--- src/rtl/next_state_sequencer_pkg.sv ---
// Shared control-unit definitions: microstate width and the control-word
// field encodings used by the next-state sequencer.
package next_state_sequencer_pkg;

    localparam int STATE_W = 10;

    typedef enum logic [2:0] {
        NS_INCR   = 3'd0,
        NS_JUMP   = 3'd1,
        NS_DECODE = 3'd2,
        NS_CJUMP  = 3'd3,
        NS_WAIT   = 3'd4,
        NS_CALL   = 3'd5,
        NS_RETURN = 3'd6,
        NS_FETCH  = 3'd7
    } ns_sel_e;

    typedef enum logic [1:0] {
        CS_MOC  = 2'd0,
        CS_Z    = 2'd1,
        CS_COND = 2'd2,
        CS_TRUE = 2'd3
    } cond_sel_e;

endpackage

--- src/rtl/next_state_sequencer_cond.sv ---
// Condition selector for the microsequencer: picks one status source by
// cond_sel and applies the invert bit, producing the branch condition c.
module microsequencer_cond (
    input  logic [1:0] cond_sel,
    input  logic       inv,
    input  logic       moc,
    input  logic       z_flag,
    input  logic       cond_in,
    output logic       c
);
    import next_state_sequencer_pkg::*;

    logic sel_s;

    // Status-source multiplexer.
    always_comb begin
        sel_s = 1'b1;
        case (cond_sel_e'(cond_sel))
            CS_MOC:  sel_s = moc;
            CS_Z:    sel_s = z_flag;
            CS_COND: sel_s = cond_in;
            CS_TRUE: sel_s = 1'b1;
            default: sel_s = 1'b1;
        endcase
    end

    assign c = sel_s ^ inv;

endmodule

--- src/rtl/next_state_sequencer.sv ---
// Microprogram sequencer: selects the next microstore address from the
// control word, decoder start address and status, with a bounded WAIT stall.
module next_state_sequencer #(
    parameter int STATE_W    = next_state_sequencer_pkg::STATE_W,
    parameter int WAIT_LIMIT = 255
) (
    input  logic               clk,
    input  logic               reset,
    input  logic [2:0]         ns_sel,
    input  logic [1:0]         cond_sel,
    input  logic               inv,
    input  logic [STATE_W-1:0] cr_addr,
    input  logic [STATE_W-1:0] decode_addr,
    input  logic               moc,
    input  logic               z_flag,
    input  logic               cond_in,
    output logic [STATE_W-1:0] next_state,
    output logic [STATE_W-1:0] current_state,
    output logic               timeout
);
    import next_state_sequencer_pkg::*;

    localparam int CNT_W = (WAIT_LIMIT < 1) ? 1 : $clog2(WAIT_LIMIT + 1);
    localparam logic [CNT_W-1:0] LIMIT_C = CNT_W'(WAIT_LIMIT);

    logic [STATE_W-1:0] current_state_r;
    logic [STATE_W-1:0] ret_r;
    logic [CNT_W-1:0]   wait_cnt_r;
    logic [STATE_W-1:0] inc_s;
    logic [STATE_W-1:0] mux_s;
    logic [STATE_W-1:0] next_s;
    logic               c_s;
    logic               stall_s;
    logic               limit_hit_s;
    logic               timeout_s;

    microsequencer_cond u_cond (
        .cond_sel (cond_sel),
        .inv      (inv),
        .moc      (moc),
        .z_flag   (z_flag),
        .cond_in  (cond_in),
        .c        (c_s)
    );

    assign inc_s       = current_state_r + STATE_W'(1);
    assign stall_s     = (ns_sel_e'(ns_sel) == NS_WAIT) && !c_s;
    assign limit_hit_s = stall_s && (wait_cnt_r == LIMIT_C);

    // Address selection from the control word's next-state field.
    always_comb begin
        mux_s = inc_s;
        case (ns_sel_e'(ns_sel))
            NS_INCR:   mux_s = inc_s;
            NS_JUMP:   mux_s = cr_addr;
            NS_DECODE: mux_s = decode_addr;
            NS_CJUMP:  mux_s = c_s ? cr_addr : inc_s;
            NS_WAIT:   mux_s = c_s ? inc_s : current_state_r;
            NS_CALL:   mux_s = cr_addr;
            NS_RETURN: mux_s = ret_r;
            NS_FETCH:  mux_s = {STATE_W{1'b0}};
            default:   mux_s = inc_s;
        endcase
    end

    // Reset forces address 0; a stall at the limit escapes to cr_addr.
    always_comb begin
        next_s    = mux_s;
        timeout_s = 1'b0;
        if (reset) begin
            next_s    = {STATE_W{1'b0}};
            timeout_s = 1'b0;
        end else if (limit_hit_s) begin
            next_s    = cr_addr;
            timeout_s = 1'b1;
        end else begin
            next_s    = mux_s;
            timeout_s = 1'b0;
        end
    end

    // State, return register and stall counter.
    always_ff @(posedge clk or posedge reset) begin
        if (reset) begin
            current_state_r <= {STATE_W{1'b0}};
            ret_r           <= {STATE_W{1'b0}};
            wait_cnt_r      <= {CNT_W{1'b0}};
        end else begin
            current_state_r <= next_s;
            if (ns_sel_e'(ns_sel) == NS_CALL) begin
                ret_r <= inc_s;
            end else begin
                ret_r <= ret_r;
            end
            if (stall_s && !limit_hit_s) begin
                wait_cnt_r <= wait_cnt_r + CNT_W'(1);
            end else begin
                wait_cnt_r <= {CNT_W{1'b0}};
            end
        end
    end

    assign next_state    = next_s;
    assign current_state = current_state_r;
    assign timeout       = timeout_s;

endmodule

--- config.mk ---
export PLATFORM = sky130hd
export DESIGN_NAME = next_state_sequencer
export DESIGN_NICKNAME = d
export VERILOG_FILES = /design/src/rtl/next_state_sequencer_pkg.sv /design/src/rtl/next_state_sequencer_cond.sv /design/src/rtl/next_state_sequencer.sv
export SDC_FILE = /design/constraint.sdc
export NUM_CORES = 1
export LEC_CHECK = 0
export ABC_AREA = 1
export CAP_MARGIN = 20
export CORE_UTILIZATION = 40
export CTS_BUF_LIST = sky130_fd_sc_hd__clkbuf_8
export DETAILED_ROUTE_END_ITERATION = 8
export PLACE_DENSITY_LB_ADDON = 0.15
export REMOVE_ABC_BUFFERS = 1
export SYNTH_ARGS = -nofsm -noshare
export SYNTH_HDL_FRONTEND = slang
export SYNTH_HIERARCHICAL = 1
export SYNTH_SLANG_ARGS = --single-unit
--- constraint.sdc ---
create_clock -name clk -period 1.4 [get_ports clk]
set_input_delay 0.21 -clock clk [delete_from_list [all_inputs] [get_ports clk]]
set_output_delay 0.21 -clock clk [all_outputs]
set_load 0.01 [all_outputs]
==> summary.txt, run 1 <==
Status
  • Status: finished, violations left
  • Failing checks: negative setup slack

Timing
  • Worst-margin pin slew: 0.309 ns
  • Tmin final: 2.03 ns
  • Slew HR: 0.793
  • Unrepaired setup endpoints after global routing: yes
  • Final Max Tran Viols: 0
  • Setup violations, final: 28
  • Post-route setup TNS: -8.34 ns
  • Final hold violations: 0
  • Setup ws final: -0.631 ns
  • Max Clk Rate: 492 MHz
  • Fin crit share: 1.45
  • Setup Skew: 0.0137 ns

Placement
  • Port bufs: 51
  • Gp weighted congestion: 0.912
  • Post-DP HPWL: 4.76 mm

Global routing
  • Largest net degree at the start of global routing: 19
  • Global-route usage over all layers: 0.273
  • GRT overflow: 0
  • Initial antenna violation count: 0
  • Vias in the first global route: 2,340
  • First-pass GRT wire length: 11.1 mm

Logic synthesis
  • Mapped Avg Cell Area: 6.74 sq um
  • Sequential area share after synthesis: 0.343
  • #FFs+latches synth: 28
  • Synthesized cell area: 2040 sq um
  • Post-synth cell types: 28
  • Synthesis Warnings: 6
  • Cells after Synth: 303

CTS
  • Skew-Pair Late Insertion Delay: 0.29 ns
  • CTS clk-pin slew, worst paths: 0.11 ns
  • CTS root buf: clkbuf_8
  • H-Tree Depth: 1
  • Clock buffer depth: 2
  • Num Clock Sinks: 28
  • CTS tree: yes
  • TritonCTS buffer count: 3

Worst setup path
  • Worst path cell trace: ha_2, nand2_2, nor2_2, nand2_2, nor3_4, buf_6, buf_12, buf_8, nand2_4, nand2_4, buf_6
  • Slowest CP cell: dfrtp_1
  • Critical Path End Type: output pin
  • CP Class: reg2out
  • CP max FO: 3
  • R2R Path Start: wait_cnt_r[0]$_DFF_PP0_
  • RR Endpoint: current_state[7]$_DFF_PP0_
  • Reg2Reg Depth: 14
  • Critical path required time: 1.19 ns
  • Critical Path AT: 1.82 ns
  • CP Launch Type: flop
  • Slowest stage delay, CP: 0.37 ns
  • R2R Setup Slk: -0.55 ns

Cells and area
  • Most frequent cells in the layout: nand2_1 (107), buf_4 (68), dfrtp_1 (28), nor2_1 (25), nand4_1 (25)
  • Number of antenna repair diodes: 0
  • Share of layout cells above drive strength 1: 0.337
  • Most common cell after layout, fill and taps aside: nand2_1
  • Fillers: 436
  • Nets: 459
  • Layout area overhead: 61.9%
  • Final design utilization: 0.687

Detailed routing
  • Vias/cell: 4.97
  • DR vias: 2,438
  • Detail Route Antenna Nets: 0
  • Drt pass-1 iters: 4
  • 1st-iter DRT viols: 109
  • Final Routed Wirelength: 6.88 mm
  • WL/cell: 14.0 um
  • DRC viols: 0

Floorplanning
  • Initial Util: 0.424
  • Die area: 5400 sq um
  • Num ports: 52
  • CORE AREA: 4820 sq um
  • Floorplan row count: 25
  • Die H: 73.5 um
  • Die Wd: 73.5 um

Job
  • Max-cap violations: 0

Hold path
  • HP Class: in2async

Pwr
  • PwrDens: 638 nW/um^2
  • Peak VDD IR: 0.000392 V
  • Leakage: 1.75 nW
synth_stat cells:
| cell type | number | area (sq um) |
|---|---|---|
| nand2_1 | 124 | 465 |
| dfrtp_1 | 28 | 701 |
| nor2_1 | 27 | 101 |
| nand4_1 | 25 | 156 |
| nand3_1 | 22 | 110 |
| inv_1 | 21 | 78.8 |
| a21boi_1 | 9 | 67.6 |
| inv_2 | 5 | 18.8 |
| buf_2 | 4 | 20.0 |
| buf_6 | 3 | 33.8 |
| nand2_2 | 3 | 18.8 |
| nand3_2 | 3 | 30.0 |
| nor2_2 | 3 | 18.8 |
| nor2_4 | 3 | 33.8 |
| xor2_1 | 3 | 26.3 |
| a21oi_1 | 2 | 10.0 |
| buf_4 | 2 | 15.0 |
| clkbuf_1 | 2 | 7.51 |
| ha_1 | 2 | 25.0 |
| nand3b_1 | 2 | 15.0 |
| nor3b_1 | 2 | 15.0 |
| o21ai_0 | 2 | 10.0 |
| inv_6 | 1 | 8.76 |
| nand4_2 | 1 | 12.5 |
| nand4_4 | 1 | 21.3 |
| nor3_2 | 1 | 10.0 |
| o21ai_1 | 1 | 5.00 |
| o21bai_1 | 1 | 7.51 |
through the flow:
| stage | instance area [sq um] | setup WS (ns) | hold slack, ns | std cells | power (mW) |
|---|---|---|---|---|---|
| 2_1_floorplan | 1970 | -0.460 | 0.275 | 292 | 1.20 |
| 3_3_place_gp | 2990 | -1.12 | 0.459 | 467 | 1.60 |
| 3_5_place_dp | 2990 | -1.21 | 0.466 | 467 | 1.60 |
| 4_1_cts | 3230 | -0.690 | 0.473 | 489 | 2.08 |
| 5_1_grt | 3310 | -0.736 | 0.481 | 491 | 2.22 |
| 6_report | 3310 | -0.631 | 0.485 | 491 | 2.11 |
area by class of cell:
class | instances | area (sq um) | area share
well taps | 67 | 83.8 | 0.0253
flip-flops and latches | 28 | 701 | 0.212
multi-input cells | 238 | 1300 | 0.393
inverters | 27 | 106 | 0.0321
clock buffers | 3 | 41.3 | 0.0125
repair buffers | 128 | 1080 | 0.325
worst max-delay path: cells and delay by family, from the launching register on:
kind / cells / cell delay (ns)
and+or+nand+nor: 6 / 0.54
DFF: 1 / 0.37
buffers and inverters: 4 / 0.44
adders and majority gates: 1 / 0.19
logic make-up (layout without fill, tap and decap cells):
group	count (synthesis)	count (layout)	share of synthesized area
simple gates	217	218	0.494
buf+inv	38	158	0.0894
flops	28	28	0.343
compound gates	15	15	0.0490
xor+xnor	3	3	0.0129
fa+ha+maj	2	2	0.0122
worst max path at each step:
stage / startpoint / end / cells after the start
after floorplan: z_flag / next_state[0] / 8
after global placement: cond_sel[0] / next_state[9] / 13
after detailed placement: cond_sel[1] / next_state[7] / 13
after CTS: wait_cnt_r[0]$_DFF_PP0_ / next_state[8] / 11
after global routing: wait_cnt_r[0]$_DFF_PP0_ / next_state[7] / 11
final: wait_cnt_r[0]$_DFF_PP0_ / next_state[7] / 11
sequential cells by signal, summed over array words and instances (netlist names):
register       count
wait_cnt_r         8
current_state     10
ret_r             10
timing repair:
action | in CTS | in global routing
setup endpoints to repair | 48 | 40
setup buffers | 18 | 2
pin swaps | 15 | 12
hold buffers | 0 | 0
resized for setup | 96 | 25
cloned | 1 | 0
report_power, final:
part,leakage (nW),internal [mW],switching (mW)
Sequential,0.378,0.872,0.0470
Clock,0.0216,0.194,0.270
Combinational,1.35,0.353,0.375
Total,1.75,1.42,0.692
routing by layer:
layer | wire (um) | track usage
met3 | 391 | 0.0247
met5 | 0 | 0
met2 | 3410 | 0.478
met4 | 35 | 0.0598
met1 | 3050 | 0.363
No activity file was read; power rests on OpenSTA's default activity.
==> inputs of run 2 (changes only) <==
==> constraint.sdc (replaced) <==
create_clock -name clk -period 2.15 [get_ports clk]
set_input_delay 0.3225 -clock clk [delete_from_list [all_inputs] [get_ports clk]]
set_output_delay 0.3225 -clock clk [all_outputs]
set_load 0.01 [all_outputs]
==> run 2 against run 1 <==
Net effect: core utilization down 1.9 points; via count down 0.66%; power fell by 33%; the run now ends clean; final area down 2.8%; critical path depth grew 4; first-iteration DRC count increased by 22%; critical endpoint is now next_state[3]; sequential share of layout area up 0.62 points; sequential power is 35% lower.
==> summary.txt, run 2 (synthesis gave the netlist of run 1 again) <==
Status
  • Status: finished, final reports clean

Cells and area
  • Nets: 434 (-5.4%)
  • Layout area overhead: 57.3%
  • Share of layout cells above drive strength 1: 0.300 (-0.0373)
  • Most common cell after layout, fill and taps aside: nand2_1
  • Most frequent cells in the layout: nand2_1 (103), buf_4 (39), clkdlybuf4s50_1 (31), dfrtp_1 (28), nor2_1 (26)
  • Final instance area: 3210 sq um (-2.8%)
  • Number of antenna repair diodes: 0 (unchanged)

Detailed routing
  • WL/cell: 14.8 um (+5.5%)
  • Drt pass-1 iters: 4 (unchanged)
  • Vias/cell: 5.19 (+4.4%)
  • DRC viols: 0 (unchanged)
  • Detail Route Antenna Nets: 0 (unchanged)
  • Final Routed Wirelength: 6.90 mm (+0.31%)
  • 1st-iter DRT viols: 133 (+22%)
  • DR vias: 2,422 (-0.66%)

Placement
  • Post-DP HPWL: 4.69 mm (-1.3%)
  • Gp weighted congestion: 0.955 (+4.8%)
  • Area post-placement: 2880 sq um (-3.6%)
  • Port bufs: 51 (unchanged)
  • Post-placement setup slack: -0.628 ns (+0.585 ns)

Timing
  • Post-route setup TNS: 0 ns (+8.34 ns)
  • Max Clk Rate: 470 MHz
  • Final hold slack: 0.493 ns (+0.00808 ns)
  • Worst-margin pin slew: 0.346 ns (+0.0367 ns)
  • Unrepaired setup endpoints after global routing: yes
  • Final Max Tran Viols: 0 (unchanged)
  • Setup violations, final: 0 (-100%)
  • Setup Skew: 0.00373 ns (-0.00999 ns)
  • Final hold violations: 0 (unchanged)
  • Slew HR: 0.769 (-0.0245)
  • Setup ws final: 0.0218 ns (+0.653 ns)
  • Tmin final: 2.13 ns
  • Fin crit share: 0.990

Worst setup path
  • Worst path cell trace: dlygate4sd2_1, inv_1, nand2_1, nand2_1, nand3_2, nand2_4, inv_4, buf_6, nand4_1, nand3_1, nor2_1, nand2_1, nand2_4, nand2_2, buf_6
  • CP most frequent cell: nand2_1
  • WP buf/inv: 5 (+1)
  • CP Launch Type: input pin
  • CP endpoint: next_state[3]
  • Critical Path AT: 1.81 ns (about the same)
  • Reg2Reg Depth: 10 (-4)
  • Critical Path End Type: output pin
  • CP max FO: 5 (+2)
  • RR Endpoint: current_state[6]$_DFF_PP0_
  • R2R Setup Slk: 0.55 ns (+1.10 ns)
  • Crit path from: cond_in
  • R2R Path Start: wait_cnt_r[0]$_DFF_PP0_
  • Critical path required time: 1.83 ns (+0.64 ns)
  • Critical Path Stages: 15 (+4)
  • CP top delay family: simple AND/OR/NAND/NOR gates
  • Slowest CP cell: dlygate4sd2_1
  • CP Class: in2out
  • Slowest stage delay, CP: 0.24 ns (-0.13 ns)

Global routing
  • First-pass GRT wire length: 10.6 mm (-4.7%)
  • Largest net degree at the start of global routing: 16 (-3)
  • Global-route usage over all layers: 0.262 (-0.0103)
  • Vias in the first global route: 2,288 (-2.2%)
  • Initial antenna violation count: 0 (unchanged)
  • GRT overflow: 0 (unchanged)

Pwr
  • Peak VDD IR: 0.000276 V (-30%)
  • Leakage: 1.63 nW (-7.0%)
  • PwrDens: 441 nW/um^2 (-31%)
  • Sw Share: 0.324 (-0.00363)
  • Design Power: 1.42 mW (-33%)
  • Power share of the sequential group: 0.424 (-0.011)
  • Internal power: 0.959 mW (-32%)
  • Clock power share: 0.245 (+0.025)
  • P_sw: 0.460 mW (-34%)
  • Combinational Power Share: 0.331 (-0.014)

Floorplanning
  • Die Wd: 73.5 um (unchanged)
  • CORE AREA: 4820 sq um (unchanged)
  • Num ports: 52 (unchanged)
  • Die area: 5400 sq um (unchanged)
  • Initial Util: 0.424 (unchanged)
  • Die H: 73.5 um (unchanged)
  • Floorplan row count: 25 (unchanged)

CTS
  • TritonCTS buffer count: 3 (unchanged)
  • Num Clock Sinks: 28 (unchanged)
  • CTS clk-pin slew, worst paths: 0.10 ns (about the same)
  • Hold-fix buffers at CTS: 0 (unchanged)
  • H-Tree Depth: 1 (unchanged)
  • Clock buffer depth: 2 (unchanged)
  • CTS root buf: clkbuf_8
  • Skew-Pair Late Insertion Delay: 0.29 ns (about the same)
  • CTS tree: yes

Job
  • Max-cap violations: 0 (unchanged)

Hold path
  • HP Class: reg2reg
==> run 2: final cells by class <==
type | instances | area (sq um)
clock buffer | 4 | 55.1
fill | 436 | 1600
inverter | 27 | 109
multi-input combinational | 237 | 1320
sequential | 28 | 701
tap | 67 | 83.8
timing repair buffer | 104 | 950
==> run 2: power by group through the flow <==
stage | Sequential (mW) | Combinational [mW] | Clock, mW
floorplan | 0.613 | 0.166 | 0
global route | 0.604 | 0.510 | 0.366
finish | 0.601 | 0.470 | 0.348
detailed placement | 0.608 | 0.424 | 0
CTS | 0.599 | 0.413 | 0.352
global placement | 0.607 | 0.421 | 0
==> run 2: worst min-delay path by stage <==
stage	from	end	slack [ns]	depth (start not counted)
global route	ret_r[9]$_DFFE_PP0N_	ret_r[9]$_DFFE_PP0N_	0.51	2
finish	ret_r[2]$_DFFE_PP0N_	ret_r[2]$_DFFE_PP0N_	0.49	2
global placement	ret_r[9]$_DFFE_PP0N_	ret_r[9]$_DFFE_PP0N_	0.46	2
CTS	ret_r[9]$_DFFE_PP0N_	ret_r[9]$_DFFE_PP0N_	0.49	2
detailed placement	ret_r[9]$_DFFE_PP0N_	ret_r[9]$_DFFE_PP0N_	0.47	2
floorplan	reset	current_state[0]$_DFF_PP0_	0.39	1
==> run 2: per-layer routing <==
layer | vias up | track usage | share of wire
li1 | 1181 | - | -
met1 | 1133 | 0.330 | 0.45
met2 | 95 | 0.452 | 0.47
met3 | 13 | 0.0480 | 0.063
met4 | 0 | 0.0855 | 0.018
met5 | - | 0 | 0
==> run 2: tightest hold or removal path, stage by stage (launching register included) <==
cell and delay (ns):
dfrtp_1 0.36, nand2_1 0.05, nand2_1 0.05
==> run 2: through the flow <==
stage	util	cells
3_5_place_dp	0.598	451
6_report	0.667	467
2_1_floorplan	-	292
3_3_place_gp	0.598	451
5_1_grt	0.667	467
4_1_cts	0.616	460
==> run 2: what timing repair did <==
item | CTS | global route
pin swaps | 9 | 28
setup buffers | 8 | 7
gates cloned | 0 | 0
setup endpoints to repair | 11 | 11
resized for setup | 62 | 60
==> edit 1: new RTL, settings of run 1 <==
The package constant `STATE_W` goes from 10 to 20.
--- a/src/rtl/next_state_sequencer_pkg.sv
+++ b/src/rtl/next_state_sequencer_pkg.sv
@@ -4,3 +4,3 @@
 
-    localparam int STATE_W = 10;
+    localparam int STATE_W = 20;
 
Ports: changed (resized cr_addr, current_state, decode_addr and next_state); port bits go from 52 to 92. The function was not compared with the original's and may differ.
==> edit 1 against run 1 <==
The run still ends with setup timing left; design area rose by 81%; combinational power rose by 77%; setup slack got worse by 210 ps; final cell count rose by 60%; synthesized area rose by 58%; sequential cell count rose by 20; critical path depth did not move; wire length rose by 74%; via count rose by 66%; synthesized cell count rose by 56%; power rose by 90%; first-iteration DRC count rose by 110%; largest power group unchanged; count of clock-buffer cells in the layout rose by 4.
==> edit 1: results (changes against run 1) <==
[run_status]
outcome = complete, but fails checks  ; unchanged
failed_checks = setup timing  ; unchanged

[power_and_ir_drop]
vdd_ir_drop_max_v = 0.000559  ; was 0.000392 V
leakagePower_uw = 0.00302  ; was 0.00175 uW

[sta]
slew_headroom = 0.562  ; was 0.793
tns_ps = -26730  ; was -8340 ps
setup_viol = 53  ; was 28
clock-skew-final_ps = 7.99  ; was 13.7 ps
holdWs_ps = 494  ; was 485 ps
worst_slack_ps = -838  ; was -631 ps

[detailed_routing]
wl_microns = 12000  ; was 6880 microns
vias_per_cell = 5.15  ; was 4.97
firstDrtPassIters = 5  ; was 4
first_iter_violations = 234  ; was 109
num_vias = 4059  ; was 2438

[clock_network]
insertion_delay_ps = 310  ; was 290 ps
cts_root_buf = clkbuf_8  ; unchanged
clockBufferDepth = 2  ; unchanged
h-tree-depth = 2  ; was 1

[global_routing]
grt_max_degree = 49  ; was 19
grt.total_usage = 0.281  ; was 0.273
grt_pass1_vias = 4039  ; was 2340
grt_first_pass_wirelength_microns = 18700  ; was 11100 microns

[yosys]
yosys-top-cells-area = dfrtp_1 37%, nand2_1 23%, nand3_1 5.9%  ; was dfrtp_1 34%, nand2_1 23%, nand4_1 7.7%
avgSynthCellArea_sq_um = 6.82  ; was 6.74 sq um
synth_cell_type_count = 32  ; was 28
synthTopCellsByCount = 198 x nand2_1, 48 x dfrtp_1, 38 x nand3_1  ; was 124 x nand2_1, 28 x dfrtp_1, 27 x nor2_1
ys_seq_area_frac = 0.372  ; was 0.343

[layout]
drive_above_1_share = 0.439  ; was 0.337
nets = 738  ; was 459

[setup_path]
r2r_setup_slack_ps = -830  ; was -550 ps
worst_ep_arrival_time_ps = 2030  ; was 1820 ps
critPathMaxStageDelay_ps = 400  ; was 370 ps
crit_fanout = 6  ; was 3
reg2reg_from = wait_cnt_r[0]  ; unchanged
crit_slowest_cell = dfrtp_1  ; unchanged

[min_path]
hp-start = ret_r[8]
worstHoldPathType = reg -> reg  ; was in -> async

[placed_design]
gp_congestion = 0.910  ; was 0.912
hpwl_microns = 7750  ; was 4760 microns
port_buffers = 91  ; was 51

edit 1: worst max path at each step:
stage / slack, ps / to / depth (start not counted) / from
after floorplan: -660 / next_state[0] / 5 / reset
after global placement: -1260 / next_state[0] / 13 / cond_sel[0]
after detailed placement: -1300 / next_state[11] / 13 / cond_sel[0]
after CTS: -830 / next_state[1] / 11 / wait_cnt_r[1]
after global routing: -950 / next_state[2] / 11 / wait_cnt_r[0]
final: -840 / next_state[3] / 11 / wait_cnt_r[0]
edit 1: layout make-up:
class / count / share of cell area
multi-input cells: 368 / 0.384
repair buffers: 217 / 0.340
flip-flops and latches: 48 / 0.201
inverters: 45 / 0.0331
well taps: 102 / 0.0213
clock buffers: 7 / 0.0161
clock inverters: 1 / 0.00502
edit 1: worst reg2reg max path, cell delays in order, from the launching register on:
cell	delay (ps)
dfrtp_1	400
ha_4	160
nand2_4	60
nor3_4	220
nand3_2	140
nor2_4	160
nor2_4	50
buf_4	190
nand2_2	100
nand2_4	50
buf_4	130
buf_4	120
buf_4	120
buf_4	120
buf_4	120
edit 1: metal layers:
| metal | share of wire | vias up | wire, microns | global-route usage |
|---|---|---|---|---|
| li1 | - | 1934 | - | - |
| met1 | 0.41 | 1932 | 4890 | 0.358 |
| met2 | 0.50 | 174 | 5980 | 0.493 |
| met3 | 0.076 | 19 | 915 | 0.0348 |
| met4 | 0.015 | 0 | 176 | 0.0885 |
| met5 | 0 | - | 0 | 0 |
edit 1: report_power, final:
part / switching [uW] / internal [uW]
Sequential: 81.9 / 1500
Clock: 499 / 631
Combinational: 624 / 667
edit 1: metrics by stage:
stage          worst slack, ps  utilization  cell area (sq um)
6_report                  -838        0.770               5980
4_1_cts                   -830        0.706               5490
2_1_floorplan             -664            -               3150
5_1_grt                   -948        0.770               5980
3_3_place_gp             -1260        0.627               4870
3_5_place_dp             -1300        0.627               4870
edit 1: logic make-up (layout without fill, tap and decap cells):
group	count (synthesis)	after routing	synth area share
buffers and inverters	58	270	0.0825
adders and majority gates	2	2	0.00774
DFF	48	48	0.372
and+or+nand+nor	298	298	0.404
xor gates and xnor gates	11	11	0.0321
AOI/OAI and AO/OA	57	57	0.101
edit 1: repair_timing:
action	in CTS	in global routing
gates cloned	1	0
pin swaps	39	40
endpoints found under the setup margin	88	74
gates resized for setup	238	127
setup buffers	38	18
==> edit 2: new RTL, flow settings as in run 1 <==
Without the edit above. Put a register stage on the outputs `next_state` and `timeout`, cleared by the reset. The values now appear one clock later. The other outputs are not delayed to match.
--- a/src/rtl/next_state_sequencer.sv
+++ b/src/rtl/next_state_sequencer.sv
@@ -102,5 +102,12 @@
 
-    assign next_state    = next_s;
     assign current_state = current_state_r;
-    assign timeout       = timeout_s;
+    always_ff @(posedge clk or posedge reset) begin
+        if (reset) begin
+            next_state <= '0;
+            timeout    <= '0;
+        end else begin
+            next_state <= next_s;
+            timeout    <= timeout_s;
+        end
+    end
 
Behaviour: not the same (Yosys sat finds a counterexample within 4 cycles, from zero or initial values and one cycle with reset high).
==> edit 2 against run 1 <==
The flow still finishes with violations (setup timing); non-clock buffer count fell by 33; sequential cell count rose by 1; synthesized area fell by 3.6%; count of clock-buffer cells in the layout rose by 2; maximum frequency rose by 43%; critical endpoint is now next_state[8]; wire length fell by 20%; critical path depth fell by 2; sequential share of layout area rose by 2.7 points; setup slack improved by 610 ps; core utilization fell by 4.0 points; power rose by 5.7%; design area fell by 7.7%; global-route usage fell by 5.0 points.
==> edit 2: results (changes against run 1) <==
[yosys]
ys_seq_area_frac = 0.368  ; was 0.343
yosys-top-cells-area = dfrtp_1 37%, nand2_1 21%, nor2_1 7.4%  ; was dfrtp_1 34%, nand2_1 23%, nand4_1 7.7%
synthAdderAreaFrac = 0.0127  ; was 0.0122
synth_cell_type_count = 27  ; was 28
synthTopCellsByCount = 109 x nand2_1, 39 x nor2_1, 32 x inv_1  ; was 124 x nand2_1, 28 x dfrtp_1, 27 x nor2_1
muxShareOfSynthArea = 0  ; unchanged
synth-compound-area-share = 0.0718  ; was 0.0490
synth_ff_type = dfrtp_1  ; unchanged
synthXorXnorAreaFrac = 0.00445  ; was 0.0129

[clock_network]
insertion_delay_ps = 280
post_cts_buffers = 6  ; was 18
path_clk_slew_ps = 70  ; was 110 ps
cts_resized = 55  ; was 96
cts_root_buf = clkbuf_8  ; unchanged
h-tree-depth = 2  ; was 1
cts_buffers = 5  ; was 3

[setup_path]
critPathMaxStageDelay_ps = 360
reg2reg_from = wait_cnt_r[0]  ; unchanged
worst_r2r_path_depth = 9  ; was 14
crit_slowest_cell = dfrtp_1  ; unchanged
crit_fanout = 7  ; was 3
crit_type = reg -> reg  ; was reg -> out
worstReg2RegEnd = next_state[8]  ; was current_state[7]
worst_ep_arrival_time_ps = 1580  ; was 1820 ps

[global_routing]
grt.total_usage = 0.223  ; was 0.273
grt_pass1_vias = 1933  ; was 2340
grt_first_pass_wirelength_microns = 8910  ; was 11100 microns
grt_max_degree = 30  ; was 19
antenna_found_initial = 0  ; unchanged

[placed_design]
gp_congestion = 0.801  ; was 0.912
hpwl_microns = 3870  ; was 4760 microns

[detailed_routing]
first_iter_violations = 108  ; was 109
vias_per_cell = 4.73  ; was 4.97
wl_microns = 5530  ; was 6880 microns

[power_and_ir_drop]
vdd_ir_drop_max_v = 0.000596  ; was 0.000392 V
leakagePower_uw = 0.00159  ; was 0.00175 uW

[sta]
setup_viol = 2  ; was 28
worst_slack_ps = -19.9  ; was -631 ps
clock-skew-final_ps = 6.56  ; was 13.7 ps
holdWs_ps = 513  ; was 485 ps
slew_headroom = 0.744  ; was 0.793
tns_ps = -22.7  ; was -8340 ps

[layout]
nets = 427  ; was 459
drive_above_1_share = 0.266  ; was 0.337
reg_top3 = next_state x10, ret_r x10, wait_cnt_r x8

[min_path]
worstHoldPathType = in -> async  ; unchanged

[run_status]
failed_checks = setup timing  ; unchanged
outcome = complete, but fails checks  ; unchanged

edit 2: cell count changes in the layout (fill, tap and decap cells not counted), sizes merged, moves of 3 or more:
cell,before,now
a21boi,9,0
a21oi,2,12
buf,89,44
clkinv,0,3
dlygate4sd2,13,24
inv,27,38
nand2,128,113
nand3,25,30
nand4,27,1
nor2,33,41
o21ai,3,15
edit 2: power by group:
part           switching, uW  internal (uW)  total, uW  leakage (uW)
sequential              34.4            909        944      0.000385
clock                    338            337        675     0.0000491
combinational            320            292        612       0.00116
total                    692           1540       2230       0.00159
edit 2: worst max path at each step:
stage / cells past startpoint / endpoint / slack [ps]
CTS: 9 / next_state[8] / -40
floorplan: 10 / next_state[6] / -70
detailed placement: 13 / next_state[2] / -580
global placement: 13 / next_state[8] / -520
global route: 9 / next_state[8] / -140
finish: 9 / next_state[8] / -20
edit 2: routing by layer:
metal,share of wire,wire (microns),GRT usage
met5,0,0,0
met4,0.014,76,0.0588
met3,0.052,287,0.0389
met2,0.47,2590,0.376
met1,0.46,2570,0.295
edit 2: per-stage QoR:
stage          cells  utilization  setup slack (ps)  area (sq um)  power, uW
6_report         462        0.646             -19.9          3050       2230
5_1_grt          462        0.646              -138          3050       2370
4_1_cts          460        0.624             -43.4          2950       2210
3_5_place_dp     445        0.583              -580          2750       1550
3_3_place_gp     445        0.583              -516          2750       1540
2_1_floorplan    291            -             -66.4          1880       1220
edit 2: cell type report:
type | count | area, sq um
fill | 424 | 1670
multi-input combinational | 225 | 1170
timing repair buffer | 95 | 837
sequential | 29 | 729
inverter | 38 | 145
tap | 67 | 83.8
clock buffer | 5 | 68.8
clock inverter | 3 | 13.8
